### src/rtl/baud_gen_param_if.sv
// Control/status bundle for the baud tick generator: the master drives the
// enable, divisor load and restart strobes, the slave returns the ticks.
`timescale 1ns/1ps
interface baud_gen_param_if #(
  parameter int DIV_W = 12,
  parameter int SUB_W = 4
);
  logic             en;
  logic [DIV_W-1:0] div_in;
  logic             div_load;
  logic             restart;
  logic             tick_os;
  logic             tick_mid;
  logic             tick_baud;
  logic [SUB_W-1:0] os_phase;
  logic [DIV_W-1:0] div_cur;

  modport master (
    output en, div_in, div_load, restart,
    input  tick_os, tick_mid, tick_baud, os_phase, div_cur
  );

  modport slave (
    input  en, div_in, div_load, restart,
    output tick_os, tick_mid, tick_baud, os_phase, div_cur
  );
endinterface

### src/rtl/baud_gen_param.sv
// Baud / oversample tick generator. A divisor counter produces one
// oversample tick every (div+1) cycles; a phase counter over OVERSAMPLE
// ticks flags the mid-bit and bit-boundary ticks. All outputs are
// single-cycle clock enables in the Sys_clk domain.
`timescale 1ns/1ps
module baud_gen_param #(
  parameter int DIV_W       = 12,
  parameter int OVERSAMPLE  = 16,
  parameter int DEFAULT_DIV = 325
) (
  input  logic              Sys_clk,
  input  logic              reset,
  baud_gen_param_if.slave   bus
);
  localparam int SUB_W = $clog2(OVERSAMPLE);
  localparam logic [SUB_W-1:0] SUB_LAST = SUB_W'(OVERSAMPLE - 1);
  localparam logic [SUB_W-1:0] SUB_MID  = SUB_W'(OVERSAMPLE / 2 - 1);
  localparam logic [DIV_W-1:0] DIV_RST  = DIV_W'(DEFAULT_DIV);

  logic [DIV_W-1:0] div_q, div_d;
  logic [DIV_W-1:0] os_cnt_q, os_cnt_d;
  logic [SUB_W-1:0] sub_cnt_q, sub_cnt_d;
  logic             tick_os_q, tick_os_d;
  logic             tick_mid_q, tick_mid_d;
  logic             tick_baud_q, tick_baud_d;

  // Next state: load beats restart beats enable; ticks only on terminal count
  always_comb begin
    div_d       = div_q;
    os_cnt_d    = os_cnt_q;
    sub_cnt_d   = sub_cnt_q;
    tick_os_d   = 1'b0;
    tick_mid_d  = 1'b0;
    tick_baud_d = 1'b0;
    if (bus.div_load) begin
      div_d     = bus.div_in;
      os_cnt_d  = '0;
      sub_cnt_d = '0;
    end else if (bus.restart) begin
      os_cnt_d  = '0;
      sub_cnt_d = '0;
    end else if (bus.en) begin
      if (os_cnt_q == div_q) begin
        // Terminal compare also covers the all-ones divisor: no wrap path needed
        os_cnt_d    = '0;
        tick_os_d   = 1'b1;
        tick_mid_d  = (sub_cnt_q == SUB_MID);
        tick_baud_d = (sub_cnt_q == SUB_LAST);
        sub_cnt_d   = (sub_cnt_q == SUB_LAST) ? '0 : sub_cnt_q + SUB_W'(1);
      end else begin
        os_cnt_d = os_cnt_q + DIV_W'(1);
      end
    end
  end

  // State registers with synchronous reset to the default divisor
  always_ff @(posedge Sys_clk) begin
    if (reset) begin
      div_q       <= DIV_RST;
      os_cnt_q    <= '0;
      sub_cnt_q   <= '0;
      tick_os_q   <= 1'b0;
      tick_mid_q  <= 1'b0;
      tick_baud_q <= 1'b0;
    end else begin
      div_q       <= div_d;
      os_cnt_q    <= os_cnt_d;
      sub_cnt_q   <= sub_cnt_d;
      tick_os_q   <= tick_os_d;
      tick_mid_q  <= tick_mid_d;
      tick_baud_q <= tick_baud_d;
    end
  end

  assign bus.tick_os   = tick_os_q;
  assign bus.tick_mid  = tick_mid_q;
  assign bus.tick_baud = tick_baud_q;
  assign bus.os_phase  = sub_cnt_q;
  assign bus.div_cur   = div_q;
endmodule

### src/flat_wrapper.sv
// flat-port wrapper written by rule: the top's interface ports become plain ports
module baud_gen_param_flat 
#(
  parameter int DIV_W       = 12,
  parameter int OVERSAMPLE  = 16,
  parameter int DEFAULT_DIV = 325
)
  (Sys_clk, reset, bus_en, bus_div_in, bus_div_load, bus_restart, bus_tick_os, bus_tick_mid, bus_tick_baud, bus_os_phase, bus_div_cur);
  baud_gen_param_if #(.DIV_W(DIV_W), .SUB_W(4)) bus_i ();
  input  logic Sys_clk;
  input  logic reset;
  input wire logic [$bits(bus_i.en)-1:0] bus_en;
  input wire logic [$bits(bus_i.div_in)-1:0] bus_div_in;
  input wire logic [$bits(bus_i.div_load)-1:0] bus_div_load;
  input wire logic [$bits(bus_i.restart)-1:0] bus_restart;
  output wire logic [$bits(bus_i.tick_os)-1:0] bus_tick_os;
  output wire logic [$bits(bus_i.tick_mid)-1:0] bus_tick_mid;
  output wire logic [$bits(bus_i.tick_baud)-1:0] bus_tick_baud;
  output wire logic [$bits(bus_i.os_phase)-1:0] bus_os_phase;
  output wire logic [$bits(bus_i.div_cur)-1:0] bus_div_cur;
  assign bus_i.en = bus_en;
  assign bus_i.div_in = bus_div_in;
  assign bus_i.div_load = bus_div_load;
  assign bus_i.restart = bus_restart;
  assign bus_tick_os = bus_i.tick_os;
  assign bus_tick_mid = bus_i.tick_mid;
  assign bus_tick_baud = bus_i.tick_baud;
  assign bus_os_phase = bus_i.os_phase;
  assign bus_div_cur = bus_i.div_cur;
  baud_gen_param #(.DIV_W(DIV_W), .OVERSAMPLE(OVERSAMPLE), .DEFAULT_DIV(DEFAULT_DIV)) u_core (.Sys_clk(Sys_clk), .reset(reset), .bus(bus_i));
endmodule
### config.mk
export PLATFORM = sky130hd
export DESIGN_NAME = baud_gen_param_flat
export DESIGN_NICKNAME = d
export VERILOG_FILES = /design/src/rtl/baud_gen_param_if.sv /design/src/rtl/baud_gen_param.sv /design/src/flat_wrapper.sv
export SDC_FILE = /design/constraint.sdc
export NUM_CORES = 1
export LEC_CHECK = 0
export ABC_AREA = 0
export CAP_MARGIN = 20
export CORE_MARGIN = 2
export CORE_UTILIZATION = 52
export DETAILED_ROUTE_END_ITERATION = 10
export PLACE_DENSITY = 0.85
export SETUP_SLACK_MARGIN = 0.3
export SYNTH_ARGS = -nofsm -noshare
export SYNTH_HDL_FRONTEND = slang
export SYNTH_SLANG_ARGS = --single-unit
export TNS_END_PERCENT = 20
### constraint.sdc
create_clock -name Sys_clk -period 2.5 [get_ports Sys_clk]
set_input_delay 0.625 -clock Sys_clk [delete_from_list [all_inputs] [get_ports Sys_clk]]
set_output_delay 0.625 -clock Sys_clk [all_outputs]
set_load 0.005 [all_outputs]
==> flow_metrics.env, run 1 <==
export IMPL_status="finished, final reports clean"
export IMPL_slew_headroom_pct=65.9
export IMPL_hold_violations=0
export IMPL_rr_worst_depth=4
export IMPL_finalCritPeriodShare_pct=77.6
export IMPL_synth_ff_latch_count=31
export IMPL_holdPathStages=2
export IMPL_cts_max_path_buffers=2
export IMPL_area_delta_synth_final_pct=29.9
export IMPL_die_area_um2=3310
export IMPL_synth_commonest_cells="31 x dfxtp_1, 12 x mux2i_1, 12 x nor3_1"
export IMPL_drc=0
export IMPL_grt_overflow=0
export IMPL_crit_chain="clkdlybuf4s50_1 > nand4_1 > nor2_1 > nand4_1 > a211oi_1"
export IMPL_finalSetupViolCount=0
export IMPL_synth_ff_type="dfxtp_1"
export IMPL_switching_share_pct=22.4
export IMPL_synth_nets=171
export IMPL_synthCells=152
export IMPL_seq_area_frac_synth_pct=41.6
export IMPL_clk_pin_slew_ns=0.09
export IMPL_rsz0062_at_grt="no"
export IMPL_maxCapViolations=0
export IMPL_worstPathArrival_ns=2.18
export IMPL_htreeDepth=2
export IMPL_drive_above_1_share_pct=10.6
export IMPL_power_frac_comb_pct=11.6
export IMPL_ctsHoldBuffers=0
export IMPL_power_density_nw_per_um2=521
export IMPL_slew_violations=0
export IMPL_worst_setup_path_end_kind="register"
export IMPL_coreArea_um2=2730
export IMPL_clk_latency_ns=0.33
export IMPL_grt_usage_pct=21.8
export IMPL_numCtsBuffers=5
export IMPL_cp_required_ns=2.74
export IMPL_ant_nets=0
export IMPL_grt_pass1_vias=1181
export IMPL_synthDominantCellAreaShare_pct=41.6
export IMPL_min_period_ns=1.94
export IMPL_dpl_cell_count=213
export IMPL_gp_congestion=0.835
export IMPL_clock_sinks=31
export IMPL_worst_path_buf_inv=1
export IMPL_path_depth=5
export IMPL_vias_per_cell=5.70
export IMPL_start_kind="input pin"
export IMPL_cp_top_family="buffers and inverters"
export IMPL_grt_max_degree=16
export IMPL_synth_area_um2=1490
export IMPL_hold_class="reg2reg"
export IMPL_synth_most_common_cell="dfxtp_1"
export IMPL_skew_ns=0.00819
export IMPL_cts_root_buffer="clkbuf_4"
export IMPL_crit_path_max_incr_delay_ns=0.66
export IMPL_port_buffers=35
export IMPL_ctsResizeCount=0
export IMPL_yosys_area_top_type="dfxtp_1"
export IMPL_max_freq_ghz=0.516
export IMPL_async_reset_ff_share_pct=0
export IMPL_post_cts_buffers=0
export IMPL_grt_pass1_wl_mm=5.46
export IMPL_sequentialPowerShare_pct=51.6
export IMPL_drt_iter0_drc=21
export IMPL_fp_row_count=19
export IMPL_fin_nets=208
export IMPL_hpwl_mm=2.46
export IMPL_start_util_pct=54.6
export IMPL_worst_path_max_fanout=9
export IMPL_num_antenna_cells=0
export IMPL_nFillCells=207
export IMPL_timing_critical_path_mode_cell="nand4_1"
export IMPL_irDropWorstVdd_v=0.000389
export IMPL_syn_avg_cell_area_um2=9.81
export IMPL_tns_ns=0
export IMPL_firstDrtPassIters=4
export IMPL_die_w_um=57.6
export IMPL_synth_cell_types=33
export IMPL_yosys_warnings=0
export IMPL_io_pins=36
export IMPL_p_leak_nw=0.692
export IMPL_path_class="in2reg"
export IMPL_synth_area_leaders="dfxtp_1 42%, mux2i_1 8.1%, xnor2_2 6.5%, xnor2_1 6.5%, nor3_1 4.0%"
export IMPL_p_clk_share_pct=36.8
export IMPL_vias=1255
export IMPL_cts_tree="built"
export IMPL_power_internal_mw=0.784
export IMPL_antenna_found_initial=0
export IMPL_die_h_um=57.6
export IMPL_routed_wl_mm=3.22
export IMPL_post_drt_wl_per_cell_um=14.6
export IMPL_crit_slowest_cell="clkdlybuf4s50_1"
export IMPL_worstMarginPinSlew_ns=0.509
export IMPL_p_switching_mw=0.226
export IMPL_synth_edf_count=0
export IMPL_final_cells=220
==> state kept, by name (all words and copies together) (netlist names) <==
signal	flops
u_core.os_cnt_q	12
u_core.bus.div_cur	12
u_core.bus.tick_mid	1
u_core.bus.tick_baud	1
u_core.bus.tick_os	1
u_core.bus.os_phase	4
==> worst register-to-register path, cell delays in order, from the launching register on <==
cell	delay (ns)
dfxtp_1	0.45
xnor2_1	0.21
nand4_1	0.20
or4_4	0.55
o22ai_1	0.19
==> metrics by stage <==
stage / power [mW] / hold WS (ns) / instance area, um^2 / util (%) / setup WS [ns]
6_report: 1.01 / 0.514 / 1940 / 70.9 / 0.561
5_1_grt: 1.05 / 0.544 / 1940 / 70.9 / 0.435
4_1_cts: 1.02 / 0.516 / 1940 / 70.9 / 0.567
3_5_place_dp: 0.650 / 0.484 / 1870 / 68.3 / 0.224
3_3_place_gp: 0.646 / 0.473 / 1870 / 68.3 / 0.320
2_1_floorplan: 0.589 / 0.477 / 1490 / - / 0.779
==> worst paths after layout <==
kind | start | to | slack [ns]
worst max-delay path | bus_en | u_core.os_cnt_q[11]$_SDFFE_PP0P_ | 0.56
worst min-delay path | u_core.bus.os_phase[3]$_SDFFE_PP0P_ | u_core.bus.os_phase[3]$_SDFFE_PP0P_ | 0.51
worst max register to register | u_core.os_cnt_q[5]$_SDFFE_PP0P_ | u_core.bus.os_phase[3]$_SDFFE_PP0P_ | 0.84
worst min register to register | u_core.bus.os_phase[3]$_SDFFE_PP0P_ | u_core.bus.os_phase[3]$_SDFFE_PP0P_ | 0.51
==> cell type report <==
class,count,area (um^2),share of cell area (%)
clock buffers,6,41.3,2.13
repair buffers,38,373,19.2
inverters,1,3.75,0.194
clock inverters,1,30.0,1.55
flip-flops and latches,31,621,32.0
multi-input cells,112,831,42.9
well taps,31,38.8,2.00
==> routing by layer <==
metal  GRT usage [%]  part of all wire (%)  vias to the layer above
li1                -                     -                      623
met1            24.3                    41                      588
met2            37.3                    52                       37
met3            8.39                   5.8                        7
met4            8.31                   1.4                        0
met5               0                     0                        -
==> logic make-up after synthesis <==
| kind of cell | share of synthesized area (%) |
|---|---|
| fa+ha+maj | 1.68 |
| compound gates | 4.19 |
| mux | 8.05 |
| simple gates | 25.8 |
| xor+xnor | 15.9 |
| buf+inv | 2.68 |
| flops | 41.6 |
==> placed cells by master (no fill, tap or decap) <==
cell              n
nor4_2            1
nand2_1          10
bufinv_16         1
nor2_1           10
a211oi_1          1
and2_1            1
nor2b_1           5
nand2b_1          1
nand4_1           8
o22ai_1           1
and4_1            3
clkbuf_4          5
dfxtp_1          31
or3_1             1
xor2_1            5
nand3_1           6
mux2i_1          12
nand3b_1          1
a211o_1           4
or4_4             1
and3_1            1
xnor2_2           6
nor3_2            2
a21oi_1           1
ha_1              2
xnor2_1          11
clkbuf_1          1
nor4_1            2
nand4b_1          1
buf_4             3
nor3_1           12
inv_1             1
or4_1             1
a31o_2            1
clkdlybuf4s50_1  35
nor3b_1           1
==> power by group through the flow <==
stage,registers [mW],clock network (mW),logic (mW)
6_report,0.521,0.372,0.117
5_1_grt,0.524,0.403,0.127
4_1_cts,0.522,0.380,0.118
3_5_place_dp,0.533,0,0.117
3_3_place_gp,0.533,0,0.113
2_1_floorplan,0.531,0,0.0577
Note: power is estimated with default switching activity, not from simulation.
==> inputs of run 2 (changes only) <==
--- a/config.mk
+++ b/config.mk
@@ -8,9 +8,9 @@
 export ABC_AREA = 0
 export CAP_MARGIN = 20
 export CORE_MARGIN = 2
-export CORE_UTILIZATION = 52
+export CORE_UTILIZATION = 44
 export DETAILED_ROUTE_END_ITERATION = 10
-export PLACE_DENSITY = 0.85
+export PLACE_DENSITY = 0.77
 export SETUP_SLACK_MARGIN = 0.3
 export SYNTH_ARGS = -nofsm -noshare
 export SYNTH_HDL_FRONTEND = slang
==> constraint.sdc (replaced) <==
create_clock -name Sys_clk -period 1.7 [get_ports Sys_clk]
set_input_delay 0.425 -clock Sys_clk [delete_from_list [all_inputs] [get_ports Sys_clk]]
set_output_delay 0.425 -clock Sys_clk [all_outputs]
set_load 0.005 [all_outputs]
==> run 2 against run 1 <==
- count of clock-buffer cells in the layout unchanged
- via count grew 6.9%
- flip-flop and latch count is the same
- setup slack lost 0.50 ns
- first-iteration DRC count rose to 3.2 times the previous value
- register-to-register slack got worse by 0.78 ns
- design area increased by 18%
- critical path depth fell by 4
- highest routed layer unchanged
- wire length is 17% higher
- largest power group unchanged
- combinational power is 86% higher
- core utilization shrank 1.2 points
- critical path type is now reg2out
- die area rose by 17%
==> flow_metrics.env, run 2 (synthesis results as in run 1) <==
export IMPL_cp_required_ns=1.27
export IMPL_worstPathArrival_ns=1.22
export IMPL_slew_headroom_pct=67.3
export IMPL_rsz0062_at_grt="yes"
export IMPL_post_drt_wl_per_cell_um=14.8
export IMPL_numCtsBuffers=5
export IMPL_status="finished, final reports clean"
export IMPL_cts_max_path_buffers=2
export IMPL_fp_row_count=21
export IMPL_area_delta_synth_final_pct=53.5
export IMPL_fin_nets=228
export IMPL_crit_slowest_cell="clkdlybuf4s50_1"
export IMPL_path_class="reg2out"
export IMPL_die_w_um=62.2
export IMPL_cts_tree="built"
export IMPL_layout_setup_ws_ns=0.0596
export IMPL_hold_violations=0
export IMPL_fin_area_um2=2290
export IMPL_holdPathStages=2
export IMPL_min_period_ns=1.64
export IMPL_tns_ns=0
export IMPL_rr_worst_depth=4
export IMPL_worst_path_buf_inv=1
export IMPL_finalCritPeriodShare_pct=96.5
export IMPL_vias_per_cell=5.26
export IMPL_clk_pin_slew_ns=0.10
export IMPL_worst_setup_path_end_kind="output port"
export IMPL_coreArea_um2=3280
export IMPL_power_density_nw_per_um2=625
export IMPL_max_freq_ghz=0.610
export IMPL_drive_above_1_share_pct=39.7
export IMPL_cp_top_family="buffers and inverters"
export IMPL_clk_latency_ns=0.34
export IMPL_start_kind="register"
export IMPL_ctsHoldBuffers=0
export IMPL_io_pins=36
export IMPL_antenna_found_initial=0
export IMPL_p_leak_nw=0.879
export IMPL_start_util_pct=45.4
export IMPL_holdWs_ns=0.522
export IMPL_finalSetupViolCount=0
export IMPL_grt_pass1_vias=1411
export IMPL_crit_path_max_incr_delay_ns=0.50
export IMPL_grt_pass1_wl_mm=6.27
export IMPL_num_antenna_cells=0
export IMPL_worst_path_max_fanout=3
export IMPL_skew_ns=0.00983
export IMPL_routed_wl_mm=3.77
export IMPL_crit_chain="clkdlybuf4s50_1"
export IMPL_maxCapViolations=0
export IMPL_die_h_um=62.2
export IMPL_drc=0
export IMPL_worstMarginPinSlew_ns=0.486
export IMPL_final_cells=255
export IMPL_port_buffers=35
export IMPL_die_area_um2=3870
export IMPL_htreeDepth=2
export IMPL_dpl_instance_area_um2=2100
export IMPL_gp_congestion=0.866
export IMPL_dpl_cell_count=241
export IMPL_hold_class="reg2reg"
export IMPL_irDropWorstVdd_v=0.000420
export IMPL_grt_usage_pct=20.4
export IMPL_grt_overflow=0
export IMPL_firstDrtPassIters=4
export IMPL_dp_slack_ns=-0.218
export IMPL_hpwl_mm=2.73
export IMPL_drt_iter0_drc=67
export IMPL_vias=1341
export IMPL_final_common_cell="clkdlybuf4s50_1"
export IMPL_clock_sinks=31
export IMPL_grt_max_degree=17
export IMPL_path_depth=1
export IMPL_final_cell_mix="28 x clkdlybuf4s50_1, 22 x dfxtp_2, 19 x buf_4"
export IMPL_cts_root_buffer="clkbuf_4"
export IMPL_slew_violations=0
export IMPL_ant_nets=0
[run 2: cell types whose count changed in the layout (fill, tap and decap cells not counted), sizes merged]
cell,delta
buf,+20
clkdlybuf4s50,-7
dlygate4sd2,+6
bufinv,-1
clkinv,+1
dlymetal6s2s,+1
[run 2: path summary, 6_finish.rpt]
check | startpoint | endpoint | slack, ns
setup reg to reg | u_core.os_cnt_q[7]$_SDFFE_PP0P_ | u_core.bus.os_phase[0]$_SDFFE_PP0P_ | 0.06
setup / recovery | u_core.bus.div_cur[1]$_SDFFE_PP0P_ | bus_div_cur[1] | 0.06
hold reg to reg | u_core.bus.os_phase[3]$_SDFFE_PP0P_ | u_core.bus.os_phase[3]$_SDFFE_PP0P_ | 0.52
hold / removal | u_core.bus.os_phase[3]$_SDFFE_PP0P_ | u_core.bus.os_phase[3]$_SDFFE_PP0P_ | 0.52
[run 2: area by class of cell]
| class | count | area (um^2) |
|---|---|---|
| well taps | 46 | 57.6 |
| clock buffers | 6 | 51.3 |
| repair buffers | 58 | 559 |
| flip-flops and latches | 31 | 659 |
| clock inverters | 1 | 5.00 |
| multi-input cells | 112 | 953 |
| inverters | 1 | 3.75 |
| fillers | 243 | 995 |
[run 2: per-layer routing]
layer	global-route usage (%)	wire length (um)	vias up
li1	-	-	657
met1	22.2	1400	639
met2	36.7	2130	36
met3	5.98	153	9
met4	9.17	89	0
met5	0	0	-
[run 2: power breakdown]
part	switching [mW]	internal [mW]
Sequential	0.0223	0.744
Clock	0.255	0.191
Combinational	0.0871	0.131
[run 2: through the flow]
stage               power, mW  util (%)
floorplan               0.877         -
global placement        0.978      63.9
detailed placement      0.986      63.9
CTS                      1.42      66.9
global route             1.50      69.7
finish                   1.43      69.7
[run 2: what timing repair did]
| action | in CTS | in global routing |
|---|---|---|
| gates cloned | 0 | 0 |
| pin swaps | 0 | 5 |
| setup endpoints to repair | 38 | 34 |
| buffers inserted | 4 | 3 |
| resized for setup | 18 | 13 |
==> inputs of run 3 (changes only) <==
--- a/config.mk
+++ b/config.mk
@@ -8,9 +8,9 @@
 export ABC_AREA = 0
 export CAP_MARGIN = 20
 export CORE_MARGIN = 2
-export CORE_UTILIZATION = 44
+export CORE_UTILIZATION = 35
 export DETAILED_ROUTE_END_ITERATION = 10
-export PLACE_DENSITY = 0.77
+export PLACE_DENSITY = 0.64
 export SETUP_SLACK_MARGIN = 0.3
 export SYNTH_ARGS = -nofsm -noshare
 export SYNTH_HDL_FRONTEND = slang
==> run 3 against run 2 <==
- non-clock buffer count fell by 4
- die area rose by 24%
- clock skew fell by 0.0062 ns
- wire length rose by 3.0%
- sequential share of layout area rose by 0.35 points
==> flow_metrics.env, run 3 (synthesis results as in run 1) <==
export IMPL_status="finished, final reports clean"
export IMPL_dpl_instance_area_um2=2090
export IMPL_path_class="reg2reg"
export IMPL_hold_violations=0
export IMPL_cts_max_path_buffers=2
export IMPL_worst_path_max_fanout=6
export IMPL_fin_area_um2=2280
export IMPL_drive_above_1_share_pct=36.8
export IMPL_r2r_end="u_core.os_cnt_q[11]$_SDFFE_PP0P_"
export IMPL_die_h_um=69.3
export IMPL_maxCapViolations=0
export IMPL_fp_row_count=23
export IMPL_nFillCells=351
export IMPL_numCtsBuffers=5
export IMPL_drc=0
export IMPL_holdPathStages=2
export IMPL_min_period_ns=1.58
export IMPL_start_kind="register"
export IMPL_hpwl_mm=2.93
export IMPL_grt_usage_pct=17.3
export IMPL_die_w_um=69.3
export IMPL_grt_pass1_vias=1413
export IMPL_grt_overflow=0
export IMPL_finalSetupViolCount=0
export IMPL_hp_start="u_core.bus.os_phase[3]$_SDFFE_PP0P_"
export IMPL_clock_sinks=31
export IMPL_io_pins=36
export IMPL_grt_pass1_wl_mm=6.47
export IMPL_cts_root_buffer="clkbuf_8"
export IMPL_grt_max_degree=14
export IMPL_drt_iter0_drc=47
export IMPL_antenna_found_initial=0
export IMPL_coreArea_um2=4060
export IMPL_clk_latency_ns=0.28
export IMPL_layout_setup_ws_ns=0.118
export IMPL_finalCritPeriodShare_pct=93.1
export IMPL_dp_slack_ns=-0.290
export IMPL_multiInputGateArea_um2=933
export IMPL_rr_worst_depth=6
export IMPL_ctsHoldBuffers=0
export IMPL_cp_required_ns=1.86
export IMPL_rsz0062_at_grt="yes"
export IMPL_post_drt_wl_per_cell_um=15.3
export IMPL_vias=1328
export IMPL_fin_nets=224
export IMPL_ant_nets=0
export IMPL_total_power_mw=1.49
export IMPL_worstMarginPinSlew_ns=0.316
export IMPL_p_leak_nw=0.859
export IMPL_final_cell_mix="28 x clkdlybuf4s50_1, 17 x dfxtp_2, 15 x buf_4"
export IMPL_worstPathArrival_ns=1.74
export IMPL_num_antenna_cells=0
export IMPL_clk_pin_slew_ns=0.06
export IMPL_firstDrtPassIters=4
export IMPL_power_density_nw_per_um2=654
export IMPL_rrSetupSlack_ns=0.12
export IMPL_reg2reg_from="u_core.os_cnt_q[5]$_SDFFE_PP0P_"
export IMPL_slew_violations=0
export IMPL_hold_class="reg2reg"
export IMPL_final_common_cell="clkdlybuf4s50_1"
export IMPL_max_freq_ghz=0.632
export IMPL_slew_headroom_pct=78.7
export IMPL_area_delta_synth_final_pct=52.9
export IMPL_start_util_pct=36.8
export IMPL_gp_congestion=0.968
export IMPL_die_area_um2=4800
export IMPL_routed_wl_mm=3.89
export IMPL_irDropWorstVdd_v=0.000417
export IMPL_htreeDepth=2
export IMPL_vias_per_cell=5.23
export IMPL_port_buffers=35
export IMPL_cts_tree="built"
export IMPL_min_to="u_core.bus.os_phase[3]$_SDFFE_PP0P_"
export IMPL_skew_ns=0.00367
export IMPL_seq_area_um2=664
export IMPL_worst_setup_path_end_kind="register"
run 3: changes by cell type in the layout (fill, tap and decap cells not counted), moves of 2 or more:
cell | before | now
xnor2_2 | 8 | 11
clkbuf_4 | 5 | 0
buf_4 | 19 | 15
clkbuf_8 | 1 | 5
dfxtp_4 | 3 | 6
dfxtp_2 | 22 | 17
dfxtp_1 | 6 | 8
xnor2_1 | 8 | 6
run 3: area by class of cell:
type	instances	share of cell area, %
timing repair buffer	54	23.8
inverter	1	0.165
sequential	31	29.1
multi-input combinational	112	40.9
clock buffer	6	3.18
tap	50	2.74
run 3: power breakdown:
group	leakage [nW]	total (mW)	switching [mW]	internal, mW
logic	0.560	0.211	0.0823	0.129
clock network	0.0371	0.512	0.241	0.272
registers	0.262	0.768	0.0253	0.742
total	0.859	1.49	0.348	1.14
run 3: worst max-delay path by stage:
stage                                                      to  slack, ns                                from  cells after the start
final                        u_core.os_cnt_q[11]$_SDFFE_PP0P_       0.12     u_core.os_cnt_q[5]$_SDFFE_PP0P_                      6
after global placement       u_core.os_cnt_q[11]$_SDFFE_PP0P_      -0.24                              bus_en                      5
after detailed placement     u_core.os_cnt_q[11]$_SDFFE_PP0P_      -0.29                              bus_en                      5
after global routing      u_core.bus.os_phase[3]$_SDFFE_PP0P_       0.05     u_core.os_cnt_q[9]$_SDFFE_PP0P_                      4
after CTS                                      bus_div_cur[7]        0.1  u_core.bus.div_cur[7]$_SDFFE_PP0P_                      1
after floorplan           u_core.bus.os_phase[0]$_SDFFE_PP0P_       0.27     u_core.os_cnt_q[1]$_SDFFE_PP0P_                      4
run 3: worst max-delay path: stages (launching register included):
cell and delay (ns):
dfxtp_4 0.37, xnor2_2 0.22, nand4_1 0.21, nor4_4 0.29, buf_4 0.19, clkbuf_16 0.15, a211oi_1 0.04
run 3: through the flow:
| step | util, % | hold slack [ns] | TNS [ns] | std cells |
|---|---|---|---|---|
| final | 56.2 | 0.492 | 0 | 254 |
| after global routing | 56.2 | 0.508 | 0 | 254 |
| after CTS | 54.0 | 0.489 | 0 | 249 |
| after detailed placement | 51.5 | 0.500 | -2.85 | 243 |
| after global placement | 51.5 | 0.477 | -2.41 | 243 |
| after floorplan | - | 0.477 | 0 | 152 |
run 3: layer usage:
metal / GRT usage (%) / share of wire [%] / routed length (um)
met1: 19.7 / 41 / 1590
met2: 28.6 / 51 / 1990
met3: 6.25 / 5.1 / 199
met4: 8.28 / 2.7 / 105
met5: 0 / 0 / 0
run 3: timing repair:
item                                    4_1_cts  5_1_grt
cloned                                        0        1
resized for setup                            21        8
pin swaps                                     1        4
endpoints found under the setup margin       38       33
setup buffers                                 0        4
